[src/rtl/tx_sched_pkg.sv]
// rtl/tx_sched_pkg.sv - shared state encodings, requester indices and helpers for the tx scheduler
package tx_sched_pkg;

  // Default message width: 16 ASCII characters.
  localparam int MSG_W_DEFAULT = 128;

  // Requester indices on the req / req_msg / grant vectors.
  localparam logic [1:0] REQ_KBD   = 2'd0;
  localparam logic [1:0] REQ_SMILE = 2'd1;
  localparam logic [1:0] REQ_FROWN = 2'd2;
  localparam logic [1:0] REQ_TEXT  = 2'd3;

  typedef enum logic [1:0] {
    IDLE         = 2'd0,
    SEND         = 2'd1,
    RETRY_GAP    = 2'd2,
    WAIT_RELEASE = 2'd3
  } tx_state_e;

  // Round-robin pointer moves just past the requester that was served or abandoned.
  function automatic logic [1:0] ptr_after(input logic [1:0] idx);
    return idx + 2'd1;
  endfunction

endpackage

[src/rtl/tx_message_scheduler_rr_pick4.sv]
// rtl/tx_message_scheduler_rr_pick4.sv - combinational 4-way round-robin picker
module rr_pick4 (
  input  logic [3:0] pending,
  input  logic [1:0] ptr,
  output logic       valid,
  output logic [1:0] idx
);

  logic [1:0] cand;

  // Scan from ptr upward with 2-bit wrap; the first pending index found wins.
  always_comb begin
    valid = 1'b0;
    idx   = ptr;
    cand  = ptr;
    for (int k = 0; k < 4; k++) begin
      cand = ptr + 2'(k);
      if (!valid && pending[cand]) begin
        valid = 1'b1;
        idx   = cand;
      end
    end
  end

endmodule

[src/rtl/tx_message_scheduler.sv]
// rtl/tx_message_scheduler.sv - round-robin sequencer of four message sources onto one gpio transmit channel
module tx_message_scheduler
  import tx_sched_pkg::*;
#(
  parameter int MSG_W       = MSG_W_DEFAULT,
  parameter int NUM_REQ     = 4,
  parameter int TIMEOUT_CYC = 50000000,
  parameter int RETRY_MAX   = 3
) (
  input  logic                     clock,
  input  logic                     reset,
  input  logic [NUM_REQ-1:0]       req,
  input  logic [NUM_REQ*MSG_W-1:0] req_msg,
  output logic                     tx_data_ready,
  output logic [MSG_W-1:0]         tx_message,
  input  logic                     tx_done,
  output logic [NUM_REQ-1:0]       grant,
  output logic                     tx_busy,
  output logic                     tx_error,
  output logic [1:0]               attempt
);

  // The counter runs 0 .. TIMEOUT_CYC-1 inside one SEND window and is cleared
  // on every exit from SEND, so it never needs to hold TIMEOUT_CYC itself.
  localparam int               CNT_W    = (TIMEOUT_CYC > 1) ? $clog2(TIMEOUT_CYC) : 1;
  localparam logic [CNT_W-1:0] CNT_LAST = CNT_W'(TIMEOUT_CYC - 1);
  localparam logic [1:0]       ATT_MAX  = 2'(RETRY_MAX);

  tx_state_e          state_q, state_d;
  logic [NUM_REQ-1:0] req_q;
  logic [NUM_REQ-1:0] pend_q, pend_d;
  logic [1:0]         ptr_q, ptr_d;
  logic [1:0]         win_q, win_d;
  logic [MSG_W-1:0]   msg_q, msg_d;
  logic               ready_q, ready_d;
  logic [NUM_REQ-1:0] grant_q, grant_d;
  logic               err_q, err_d;
  logic [1:0]         attempt_q, attempt_d;
  logic [CNT_W-1:0]   cnt_q, cnt_d;

  logic [NUM_REQ-1:0] req_rise;
  logic [NUM_REQ-1:0] pend_clr;
  logic               pick_valid;
  logic [1:0]         pick_idx;
  logic [MSG_W-1:0]   msg_sel;

  assign req_rise = req & ~req_q;

  rr_pick4 u_pick (
    .pending (pend_q),
    .ptr     (ptr_q),
    .valid   (pick_valid),
    .idx     (pick_idx)
  );

  // Select the candidate winner's message so it can be latched at transfer start.
  always_comb begin
    msg_sel = req_msg[3*MSG_W +: MSG_W];
    case (pick_idx)
      REQ_KBD:   msg_sel = req_msg[0*MSG_W +: MSG_W];
      REQ_SMILE: msg_sel = req_msg[1*MSG_W +: MSG_W];
      REQ_FROWN: msg_sel = req_msg[2*MSG_W +: MSG_W];
      REQ_TEXT:  msg_sel = req_msg[3*MSG_W +: MSG_W];
      default:   msg_sel = req_msg[3*MSG_W +: MSG_W];
    endcase
  end

  // Transfer FSM: start, timeout/retry, completion and release handshake.
  always_comb begin
    state_d   = state_q;
    ptr_d     = ptr_q;
    win_d     = win_q;
    msg_d     = msg_q;
    ready_d   = ready_q;
    grant_d   = '0;
    err_d     = 1'b0;
    attempt_d = attempt_q;
    cnt_d     = cnt_q;
    pend_clr  = '0;

    case (state_q)
      IDLE: begin
        // A done level left over from the previous transfer must not be
        // mistaken for completion of the next one, so wait for it to drop.
        if (pick_valid && !tx_done) begin
          win_d     = pick_idx;
          msg_d     = msg_sel;
          ready_d   = 1'b1;
          attempt_d = 2'd0;
          cnt_d     = '0;
          state_d   = SEND;
        end
      end

      SEND: begin
        if (tx_done) begin
          ready_d  = 1'b0;
          grant_d  = NUM_REQ'(1) << win_q;
          pend_clr = NUM_REQ'(1) << win_q;
          ptr_d    = ptr_after(win_q);
          cnt_d    = '0;
          state_d  = WAIT_RELEASE;
        end else if (cnt_q == CNT_LAST) begin
          ready_d = 1'b0;
          cnt_d   = '0;
          if (attempt_q < ATT_MAX) begin
            attempt_d = attempt_q + 2'd1;
            state_d   = RETRY_GAP;
          end else begin
            err_d    = 1'b1;
            pend_clr = NUM_REQ'(1) << win_q;
            ptr_d    = ptr_after(win_q);
            state_d  = WAIT_RELEASE;
          end
        end else begin
          cnt_d = cnt_q + CNT_W'(1);
        end
      end

      RETRY_GAP: begin
        // One low cycle so gpio_protocol sees a fresh rising edge of ready.
        ready_d = 1'b1;
        state_d = SEND;
      end

      WAIT_RELEASE: begin
        if (!tx_done) begin
          state_d = IDLE;
        end
      end

      default: state_d = IDLE;
    endcase

    // A new edge landing on the same cycle as the clear is kept.
    pend_d = (pend_q & ~pend_clr) | req_rise;
  end

  // State, pending flags and all registered outputs.
  always_ff @(posedge clock) begin
    if (reset) begin
      state_q   <= IDLE;
      req_q     <= '0;
      pend_q    <= '0;
      ptr_q     <= 2'd0;
      win_q     <= 2'd0;
      msg_q     <= '0;
      ready_q   <= 1'b0;
      grant_q   <= '0;
      err_q     <= 1'b0;
      attempt_q <= 2'd0;
      cnt_q     <= '0;
    end else begin
      state_q   <= state_d;
      req_q     <= req;
      pend_q    <= pend_d;
      ptr_q     <= ptr_d;
      win_q     <= win_d;
      msg_q     <= msg_d;
      ready_q   <= ready_d;
      grant_q   <= grant_d;
      err_q     <= err_d;
      attempt_q <= attempt_d;
      cnt_q     <= cnt_d;
    end
  end

  assign tx_data_ready = ready_q;
  assign tx_message    = msg_q;
  assign grant         = grant_q;
  assign tx_error      = err_q;
  assign attempt       = attempt_q;
  assign tx_busy       = (state_q != IDLE);

endmodule

[config.mk]
export PLATFORM = sky130hd
export DESIGN_NAME = tx_message_scheduler
export DESIGN_NICKNAME = d
export VERILOG_FILES = /design/src/rtl/tx_sched_pkg.sv /design/src/rtl/tx_message_scheduler_rr_pick4.sv /design/src/rtl/tx_message_scheduler.sv
export SDC_FILE = /design/constraint.sdc
export NUM_CORES = 1
export LEC_CHECK = 0
export ABC_AREA = 0
export CELL_PAD_IN_SITES_DETAIL_PLACEMENT = 0
export CELL_PAD_IN_SITES_GLOBAL_PLACEMENT = 1
export CORE_AREA = 5 5 253 255
export DETAILED_ROUTE_END_ITERATION = 8
export DIE_AREA = 0 0 258 260
export GPL_ROUTABILITY_DRIVEN = 0
export GPL_TIMING_DRIVEN = 0
export PLACE_DENSITY = 0.57
export SLEW_MARGIN = 20
export SYNTH_ARGS = -nofsm -noshare
export SYNTH_HDL_FRONTEND = slang
export SYNTH_SLANG_ARGS = --single-unit
export TNS_END_PERCENT = 20
[constraint.sdc]
create_clock -name clock -period 4.58 [get_ports clock]
set_input_delay 0.687 -clock clock [delete_from_list [all_inputs] [get_ports clock]]
set_output_delay 0.687 -clock clock [all_outputs]
set_load 0.01 [all_outputs]
After elaboration in Yosys (flattened, before gate mapping)
Index checks and enable logic that the tools add are counted.

operators by class
  add/sub/neg operators = 6
  magnitude comparators = 5
  equality and inequality tests = 14
  shift-type cells = 1
  muxes and demuxes = 43
  bitwise logic cells = 8
  reduce and logical (&&, ||, !) cells = 22

operators with widths
  cell                                                                   number
  128-bit case mux with 4 select lines                                   1
  26-bit two-way mux                                                     3
  26-bit case mux with 2 select lines                                    1
  2-bit two-way mux                                                      14
  26-bit by 1-bit adder with 26-bit output, second input constant        1
  26-bit equality test, second input constant                            1
  4-bit two-way mux                                                      4
  1-bit two-way mux                                                      13
  2-bit by 3-bit < comparator with 1-bit output, second input constant   4
  2-bit != test, second input constant                                   6
  3-bit AND reduction                                                    3
  4-bit bitwise AND                                                      2
  1-bit binary-select mux with 2-bit select                              4
  2-bit equality test, second input constant                             4
  4-bit NOT                                                              2
  2-bit case mux with 4 select lines                                     1
  2-bit by 1-bit adder with 2-bit output, second input constant          3
  2-bit nonzero test                                                     3
  5-bit AND reduction                                                    1
  2-bit adder, second input constant                                     2
  2-bit by 1-bit equality test with 1-bit output, second input constant  2
  1-bit logical AND                                                      4
  1-bit logical NOT                                                      4
  2-bit logical NOT                                                      2
  11 further kinds                                                       14

storage, ports and cells
  flip-flop bits (word level) = 176
  input port bits = 519
  output and inout bits = 137
  logic and storage cells = 110

Depth between registers and ports, before layout
Gate-level depths: netlist of the first run.

  depth in word-level cells = 15
  gate-level depth with buffers = 7
  mapped depth without buffers = 6

Modules after synthesis
Synthesis of the first run repeated with hierarchy kept, for this count alone.

second synthesis, totals
  cells, all modules = 994
  area total of the unflattened synthesis = 9828.2 um^2

by module, submodules not included
  module                instances  cells an instance  area an instance (um^2)  seq. area each (um^2)
  tx_message_scheduler  1          978                9731.8                   3523.4
  rr_pick4              1          16                 96.3                     0.0

Least setup slack after synthesis of the first run
No wires, ideal clock.

  path kind = input to register
  from = input tx_done
  to = register cnt_q[15]
  setup time = 0.074 ns
  data arrival time = 2.296 ns
  data required time = 4.506 ns
  setup slack = 2.209 ns
  stages on the path = 6
  buffers on the path = 2
  cells stage by stage = clkbuf_1 -> o21a_1 -> clkbuf_1 -> or4b_4 -> or4b_1 -> a31oi_1

on the way
  cells in the longest elaborated chain, start to end = 4
  elaborated cells between the ends (all ways) = 6
  classes of those cells = eq/ne: 1; mux: 2; reduce/logical: 3

RTL lines
  what                                  line                         source
  start, declared                       tx_message_scheduler.sv:16   input logic tx_done,
  1-bit logical NOT                     n/a
  1-bit logical AND                     tx_message_scheduler.sv:85   if (pick_valid && !tx_done) begin
  2-bit != test (no source line)        n/a
  2-bit AND reduction (no source line)  n/a
  end signal, assigned                  tx_message_scheduler.sv:164  cnt_q <= cnt_d;
  end, declared                         tx_message_scheduler.sv:39   logic [CNT_W-1:0] cnt_q, cnt_d;

Several ways; a longest one is shown, not always the timed one.
A chain may end at the register's enable or synchronous reset.

Worst setup path after layout of the first run
  from = register pend_q[0]
  to = register msg_q[16], in the netlist tx_message[16]

on the way
  cells in the longest elaborated chain, start to end = 14
  elaborated cells between the ends (all ways) = 28
  classes of those cells = eq/ne: 3; mux: 16; reduce/logical: 9

RTL lines
  what                                                                                line                                 source
  start, declared                                                                     tx_message_scheduler.sv:31           logic [NUM_REQ-1:0] pend_q, pend_d;
  start signal, assigned                                                              tx_message_scheduler.sv:156          pend_q <= pend_d;
  1-bit binary-select mux with 2-bit select                                           tx_message_scheduler_rr_pick4.sv:18  if (!valid && pending[cand]) begin
  1-bit two-way mux (implied by the code)                                             tx_message_scheduler_rr_pick4.sv:18
  1-bit two-way mux                                                                   tx_message_scheduler_rr_pick4.sv:18
  1-bit logical NOT                                                                   tx_message_scheduler_rr_pick4.sv:18
  1-bit logical AND                                                                   tx_message_scheduler_rr_pick4.sv:18
  1-bit two-way mux                                                                   tx_message_scheduler_rr_pick4.sv:18
  1-bit logical NOT                                                                   tx_message_scheduler_rr_pick4.sv:18
  1-bit logical AND                                                                   tx_message_scheduler_rr_pick4.sv:18
  1-bit two-way mux                                                                   tx_message_scheduler_rr_pick4.sv:18
  1-bit logical NOT                                                                   tx_message_scheduler_rr_pick4.sv:18
  1-bit logical AND                                                                   tx_message_scheduler_rr_pick4.sv:18
  2-bit two-way mux / 1-bit two-way mux (equally long branches)                       tx_message_scheduler_rr_pick4.sv:18
  2-bit equality test, or another cell as far along                                   tx_message_scheduler.sv:59           case (pick_idx)
  128-bit case mux with 4 select lines / 2-bit AND reduction (equally long branches)  n/a
  end signal, assigned                                                                tx_message_scheduler.sv:159          msg_q <= msg_d;
  end, declared                                                                       tx_message_scheduler.sv:34           logic [MSG_W-1:0] msg_q, msg_d;

Several ways; a longest one is shown, not always the timed one. The select of a mux whose other input is x is not followed.

==> results.md, run 1 <==
- In the final layout, the share of cells above drive strength 1 is 3.18%.
- The post-cts sizing count is 0.
- The path type of the worst min-delay path is reg2reg.
- After Yosys synthesis, and, or, nand and nor cells account for 17.8% of the synthesized area.
- The number of DRC violations after detailed routing is 0.
- In this run, placement finished with an instance count of between 2000 and 2500.
- At the end of the flow the core is filled with cells to 29.5%.
- Summing every instance area after synthesis gives between 9000 and 10000 sq um.
- Static timing analysis puts the maximum clock frequency at about 300 MHz.
- The final-layout setup total negative slack is 0 ns.
- For this design the static power due to leakage is 6.23 nW.
- Synthesis inferred approximately 180 register bits.
- The clock tree buffer depth is 2.
- In this run the horizontal extent of the chip is 258 microns.
- The largest total area in the synthesized netlist belongs to sky130_fd_sc_hd__dfxtp_1.
- The total clock sinks is 176.
- Setup repair after global routing left no endpoint under its margin.
- The clock tree root buffer cell is sky130_fd_sc_hd__clkbuf_16.
- Entering global routing, the biggest net connects 17 pins.
- In this run the power spent charging and discharging nets is 1.64 mW.
- The H-tree was split into 4 levels.
- The nature of the critical path endpoint is a flip-flop.
- The top cell types in the final layout, fill and taps aside, are sky130_fd_sc_hd__clkdlybuf4s50_1 (654), sky130_fd_sc_hd__mux2i_1 (258), sky130_fd_sc_hd__dfxtp_1 (176).
- The top-area cell type share of the netlist area is approximately 35%.
- The routed wirelength normalized by instance count is 24.1 microns.
- In the synthesized netlist the dominant register cell turns out to be sky130_fd_sc_hd__dfxtp_1.
- The via count is 11300.
- The critical path ends at tx_message[16].
- In this run the worst setup path begins at pend_q[0].
- The share of synthesized area spent on multiplexers is 25.9%.
- Measured against its own limit, the worst slew margin works out to 37.2%.
- The final-report max-slew violation count is 0.
- For this run, the number of standard cells in the final layout without fillers is 2494.
- The number of cells on the worst reg-to-reg path is 7.
- Counting I/O delays and the setup requirement, the final critical path takes 3.33 ns.
- In this run, the number of DRC markers left after iteration 0 of detailed routing was roughly 500.
- Once detailed placement completed, the half-perimeter wirelength came to 49600 microns.
- When the netlist entered floorplanning its net count stood at 1538.
- The worst path arrival time is approximately 3.7 ns.
- Once detail routing completed, the nets flagged for antenna violations numbered 0.
- The netlist uses 54 different library cells.
- Yosys printed 0 warnings.
- The startpoint class of the critical path is a flip-flop.
- The die span in y is approximately 260 microns.
- Per report_power, the combinational group accounts for 34.7% of the total.
- The run finished with clean final reports.
- The most common cell after layout, fill and taps aside is sky130_fd_sc_hd__clkdlybuf4s50_1.
- Relative to the synthesized area, the layout overhead comes to 81.8%.
- Synthesis produced a netlist whose cell count is 1013.
- The worst voltage drop across the vdd grid is 0.233 mV.
- During I/O placement, the number of pins put on the boundary was ~660.
- Each instance of the synthesized netlist takes up on average 9.84 sq um.
- The number of antenna violations at the first check in global routing is 7.
- Summed over all layers, the global routing overflow is 0.
- Net switching is 32.1% of the power.
- The number of cells on the worst hold path is 2.
- The number of global-route vias before repair is 11900.
- After detailed routing, the total wire length is around 60000 microns.
- The areal power density over the cells is 282 nW/um^2.
- The clock tree from TritonCTS is built.
- The combinational family with the most area after synthesis is multiplexers.
- The end of the worst register-to-register path is tx_message[16].
- In this run the tool buffered the top-level ports with 654 buffer cells.
- In the routed layout, each cell is associated on average with a via count of 4.52.
- The hold violation total from the final report is 0.
- The critical path start-end classification is reg2reg.
- Yosys mapped a number of flops with a built-in enable equal to 0.
- For this run, the detailed router's first-pass iteration total came to 5.
- Once the floorplan was initialized, standard cells occupied 16.2% of the core.
- The internal power of the cells totals 3.48 mW.
- The design draws 5.12 mW.
- The clock power share is 30.8%.
- The overall die area is between 60000 and 70000 sq um.
- The number of buffers inserted for hold repair after clock tree synthesis is 0.
- Per report_power, the sequential group accounts for 34.5% of the total.
- The clock latency on the worst-skew pair is 0.48 ns.
- The number of buffers inserted to repair setup after CTS is 0.
- Of the total synthesized cell area, the portion taken by full adders, half adders and majority gates is less than 1%.
- Across the routed clock network, the largest skew measured is 0.0103 ns.
- The worst path uses 72.8% of the clock period.
- The row count is 91.
- The synthesized netlist devotes 14.4% of its cell area to compound gates.
- Of all flip-flops after synthesis, the portion carrying an async set or reset was 0%.
- In this run the critical register-to-register path is launched from pend_q[0].
- Max-cap violations in this run came to 0.
- After clock tree synthesis, the clock-pin slew on the worst setup and hold paths is 0.08 ns.
- For flop-to-flop paths, the worst setup slack is between 1 and 1.5 ns.
- In this run, CTS created clock tree buffers numbering 17.
- The highest net fanout along the worst path is 10.
- Hold is met by 0.501 ns.
- The first global-routing pass estimated approximately 83000 microns of wire.
- The area inside the core boundary is between 60000 and 70000 sq um.
- Setup violations remaining at the end of the flow were counted as 0.
- Global routing used 16.9% of the available tracks across all layers.
- The transition time at the pin with the least slew margin is 0.942 ns.
- Summing the areas of all xor and xnor instances in the mapped netlist gives 1.32% of the synthesized area.
- For this run, the post-layout net count is approximately 2200.
- The data required time at the worst endpoint is about 4.9 ns.
- Summing the sequential cell areas from Yosys gives 35.4% of the chip area.
- In the post-synthesis netlist, the biggest area contributors are sky130_fd_sc_hd__dfxtp_1 (35%), sky130_fd_sc_hd__mux2i_1 (26%), sky130_fd_sc_hd__o221ai_1 (11%).
==> cell usage after synthesis, drive strengths merged (2+ instances only) <==
cell and n:
a311oi 2, nand3 11, dfxtp 176, ha 6, mux2i 258, or4b 2
and2 3, nand2 21, inv 12, nor4b 5, or3 9, o21a 2
and4 2, o41ai 2, or3b 2, a211oi 2, o221ai 128, buf 18
o21ai 12, nor2b 9, o31ai 2, nor4 15, a31oi 5, or4 4
nand4 8, nand3b 132, nor2 25, a21oi 16, clkbuf 80, o21ba 2
xnor2 15, nor3 7, nand2b 8
==> cell type report <==
cell class,count,area [sq um]
antenna,5,12.5
buffer,98,395
clock buffer,19,453
clock inverter,13,153
fill,6566,43200
inverter,13,48.8
multi-input combinational,726,6000
sequential,176,3520
tap,790,988
timing repair buffer,654,6550
==> worst min-delay path by stage <==
stage,startpoint,end,slack [ns]
3_5_place_dp,cnt_q[21],cnt_q[21],0.48
5_1_grt,cnt_q[21],cnt_q[21],0.52
6_report,tx_message[58],tx_message[58],0.50
4_1_cts,cnt_q[21],cnt_q[21],0.49
3_3_place_gp,cnt_q[21],cnt_q[21],0.47
2_1_floorplan,cnt_q[21],cnt_q[21],0.45
==> metal layers <==
metal | vias up | GRT usage, % | share of wire [%]
met4 | 2 | 5.06 | 1.8
li1 | 5286 | - | -
met2 | 511 | 29.7 | 51
met5 | - | 0 | 0.033
met1 | 5425 | 20.0 | 40
met3 | 42 | 4.94 | 7.3
==> critical path: stages (launching register included) <==
cell	delay, ns
sky130_fd_sc_hd__dfxtp_1	0.36
sky130_fd_sc_hd__nor4_1	0.55
sky130_fd_sc_hd__nor2_1	0.15
sky130_fd_sc_hd__nand3_1	0.49
sky130_fd_sc_hd__or3_1	0.23
sky130_fd_sc_hd__clkbuf_2	0.44
sky130_fd_sc_hd__buf_1	0.71
sky130_fd_sc_hd__o221ai_1	0.22
==> cell families (layout without fill, tap and decap cells) <==
logic type | count (synthesis) | in the layout
and+or+nand+nor | 268 | 268
muxes | 258 | 258
AOI/OAI and AO/OA | 179 | 179
DFF | 176 | 176
buffers and inverters | 111 | 797
xor gates and xnor gates | 15 | 15
adders and majority gates | 6 | 6
other | 0 | 5
==> state kept, by name, summed over array words and instances, names as in the netlist <==
signal / count
tx_error: 1
tx_message: 128
win_q: 2
pend_q: 4
state_q: 2
cnt_q: 26
req_q: 4
ptr_q: 2
attempt: 2
grant: 4
tx_data_ready: 1
==> power by group through the flow <==
stage	Clock (mW)	Sequential [mW]	Combinational (mW)
5_1_grt	1.68	1.78	1.89
2_1_floorplan	0	1.84	0.661
3_5_place_dp	0	1.80	1.80
6_report	1.58	1.77	1.78
3_3_place_gp	0	1.79	1.81
4_1_cts	1.64	1.77	1.81
==> through the flow <==
| stage | setup WS (ns) | cell area [sq um] |
|---|---|---|
| floorplan | 2.21 | 9970 |
| global placement | 0.614 | 17500 |
| detailed placement | 0.889 | 17500 |
| CTS | 1.11 | 18100 |
| global route | 0.977 | 18100 |
| finish | 1.25 | 18100 |
(Power assumes the default switching activity.)
==> run 2: changes to the inputs <==
CORE_AREA = 5 5 255 257   (was 5 5 253 255)
DIE_AREA = 0 0 260 262   (was 0 0 258 260)
PLACE_DENSITY = 0.58   (was 0.57)
clock period = 2.8 ns   (was 4.58 ns; I/O delays follow)
==> results.md, run 2 (same netlist as run 1, synthesis figures left out) <==
- In the final layout, the multi-input gates occupy around 6000 sq um.
- The signal on the critical path passes through or3_1 > o2111ai_1 > nand2_1 > buf_2 > clkbuf_1 > mux2i_1 > o221ai_1.
- The slowest stage of the critical path is the sky130_fd_sc_hd__clkbuf_1 cell.
- Relative to the synthesized area, the layout overhead comes to 83.2%.
- Clock-pin slew was measured on the worst setup and hold paths at 0.08 ns.
- After detailed routing, the number of remaining DRC violations is 0.
- The highest cell delay on the worst timing path is 0.60 ns.
- The clock network is responsible for 31.3% of the overall power.
- The clock passes through at most 2 buffers.
- The routed wirelength normalized by instance count is 23.2 microns.
- Net switching is 31.9% of the power.
- Cells with a size suffix above 1 make up under 10% of the layout.
- The sum of routed wire length over all layers is 59200 microns.
- In this run the static leakage power is 6.36 nW.
- The via count is 11200.
- Sequential cells account for 34.3% of the total power.
- The port buffer count is ~650.
- STA classifies the critical path endpoint as a flip-flop.
- Across the routed clock network, the largest skew measured is 0.0124 ns.
- At the worst endpoint, the required time is roughly 3.2 ns.
- The total of max-cap violations is 0.
- The count of pins on the block boundary is 656.
- The register with the most flip-flops in the layout has 128 of them.
- The smallest clock period supported by the final layout is computed as 2.70 ns.
- The final-report max-slew violation count is 0.
- Setup slack closes at 0.105 ns.
- The worst path arrival time is 3.05 ns.
- The H-tree level count is 4.
- The run finished with clean final reports.
- In this run, the number of DRC markers left after iteration 0 of detailed routing was around 570.
- Combinational logic is responsible for 34.4% of the overall power.
- The placed instances occupy a cell area of 17600 sq um.
- Buffers inserted to repair hold after CTS numbered 0.
- The hold violation total from the final report came to 0.
- From left edge to right edge, the die measures between 200 and 300 microns.
- The number of global-route vias before repair was between 10000 and 15000.
- The first TritonRoute pass finished after 5 iterations.
- The region available for standard cell placement spans around 63000 sq um.
- The residual antenna-violating net count after detailed routing is 0.
- After floorplanning, the core was divided into 92 placement rows.
- The switching power is about 2.7 mW.
- The effective utilization at floorplan is between 15 and 20%.
- The first-pass GRT wire length is 81400 microns.
- At the end of the flow, the number of nets in the layout was between 2000 and 2500.
- The maximum clock rate is 371 MHz.
- Hold timing on the final database bottoms out at a slack of 0.376 ns.
- The die span in y is 262 microns.
- The HPWL after detailed placement is 48400 microns.
- The critical path is of the reg2reg type.
- The pin count of the biggest net entering global routing is 17.
- Clock tree synthesis found a total of roughly 180 sinks.
- Setup repair after global routing could not meet its margin everywhere.
- The final count of negative-setup-slack endpoints is 0.
- At the pin with the least slew margin, the transition time is ~0.94 ns.
- The number of antenna violations at the first check in global routing was 6.
- The highest net fanout along the worst path is 10.
- In this run the tightest slew margin relative to its limit is ~37%.
- Leaving out fill and tap cells, the most frequent cells in the layout are sky130_fd_sc_hd__clkdlybuf4s50_1 (654), sky130_fd_sc_hd__mux2i_1 (257), sky130_fd_sc_hd__dfxtp_1 (176).
- In the finished design, the share of the clock period the worst path needs comes to 96.3%.
- The final-layout setup total negative slack is 0 ns.
- The clock tree root buffer cell is sky130_fd_sc_hd__clkbuf_16.
- The sequential cell area in the final layout is around 3500 sq um.
- TritonCTS built the clock tree.
- Power spread over the standard cell area amounts to between 400 and 500 nW/um^2.
- After filler insertion, the fill cell instance count of the layout stands at 6661.
- Once layout is done, the placed cells without fillers occupy approximately 18000 sq um.
- The internal power consumption is approximately 5.7 mW.
- In the routed layout, each cell is associated on average with a via count of 4.38.
- Across the VDD grid, the largest voltage drop is about 0.4 mV.
- The startpoint class of the critical path is a flip-flop.
- At the placement stage, the worst setup path has a slack of -0.839 ns.
- The die covers 68100 sq um.
- The number of buffers added by the clock tree synthesis step is 17.
- The path type of the worst min-delay path is in2reg.
- The library cell used most frequently in the layout, excluding fill and tap cells, is sky130_fd_sc_hd__clkdlybuf4s50_1.
- The global-route congestion overflow total is 0.
- The clock reaches the later pin of the worst-skew pair after approximately 0.48 ns.
- The global-route usage over all layers is 16.2%.
## run 2: cell count changes in the layout (fill, tap and decap cells not counted), moves of 2 or more
cell | previous run | this run
sky130_fd_sc_hd__clkbuf_2 | 3 | 33
sky130_fd_sc_hd__clkbuf_4 | 0 | 4
sky130_fd_sc_hd__clkinv_2 | 0 | 2
sky130_fd_sc_hd__buf_1 | 8 | 3
sky130_fd_sc_hd__clkbuf_8 | 2 | 0
sky130_fd_sc_hd__buf_2 | 7 | 10
sky130_fd_sc_hd__clkinvlp_4 | 5 | 2
sky130_fd_sc_hd__clkbuf_1 | 77 | 46
sky130_fd_sc_hd__inv_6 | 3 | 5
sky130_fd_sc_hd__diode_2 | 5 | 2
## run 2: path summary, 6_finish.rpt
path | start | endpoint | slack (ns) | cells past startpoint
max | pend_q[3] | tx_message[52] | 0.10 | 7
min reg2reg | cnt_q[21] | cnt_q[21] | 0.50 | 2
max reg2reg | pend_q[3] | tx_message[52] | 0.10 | 7
min | tx_done | grant[3] | 0.38 | 3
## run 2: per-layer routing
metal  GRT usage (%)  wire, microns  vias to the layer above
li1                -              -                     5289
met1            18.7          23200                     5346
met2            28.6          30000                      477
met3            5.27           4460                       54
met4            5.33           1490                        0
met5               0              0                        -
## run 2: power groups by stage
| stage | Combinational (mW) | Clock [mW] | Sequential [mW] |
|---|---|---|---|
| after CTS | 2.95 | 2.75 | 2.89 |
| after global routing | 3.09 | 2.82 | 2.92 |
| after floorplan | 1.08 | 0 | 3.02 |
| final | 2.90 | 2.64 | 2.89 |
| after global placement | 2.94 | 0 | 2.94 |
| after detailed placement | 2.93 | 0 | 2.95 |
## run 2: critical path, delay by kind of cell, from the launching register on
family	cells	cell delay, ns
AND/OR/NAND/NOR	2	0.43
buffers and inverters	2	1.03
multiplexers	1	0.36
flip-flops	1	0.45
AO/OA/AOI/OAI	2	0.28
## run 2: per-stage QoR
step	cells	util, %	power, mW
2_1_floorplan	1013	-	4.10
3_3_place_gp	2513	28.1	5.88
3_5_place_dp	2513	28.1	5.88
4_1_cts	2545	29.2	8.59
5_1_grt	2547	29.2	8.83
6_report	2547	29.2	8.43
## run 2: final cells by class
cell class              count  share of cell area [%]
repair buffers            654                    35.8
multi-input cells         726                    33.0
clock inverters            14                   0.980
plain buffers              98                    2.47
inverters                  13                   0.267
diodes                      2                  0.0274
flip-flops and latches    176                    19.3
clock buffers              18                    2.35
well taps                 846                    5.80
## run 2: repair_timing
item	4_1_cts	5_1_grt
endpoints found under the setup margin	128	96
setup buffers	0	0
gates resized for setup	35	17
gates cloned	0	0
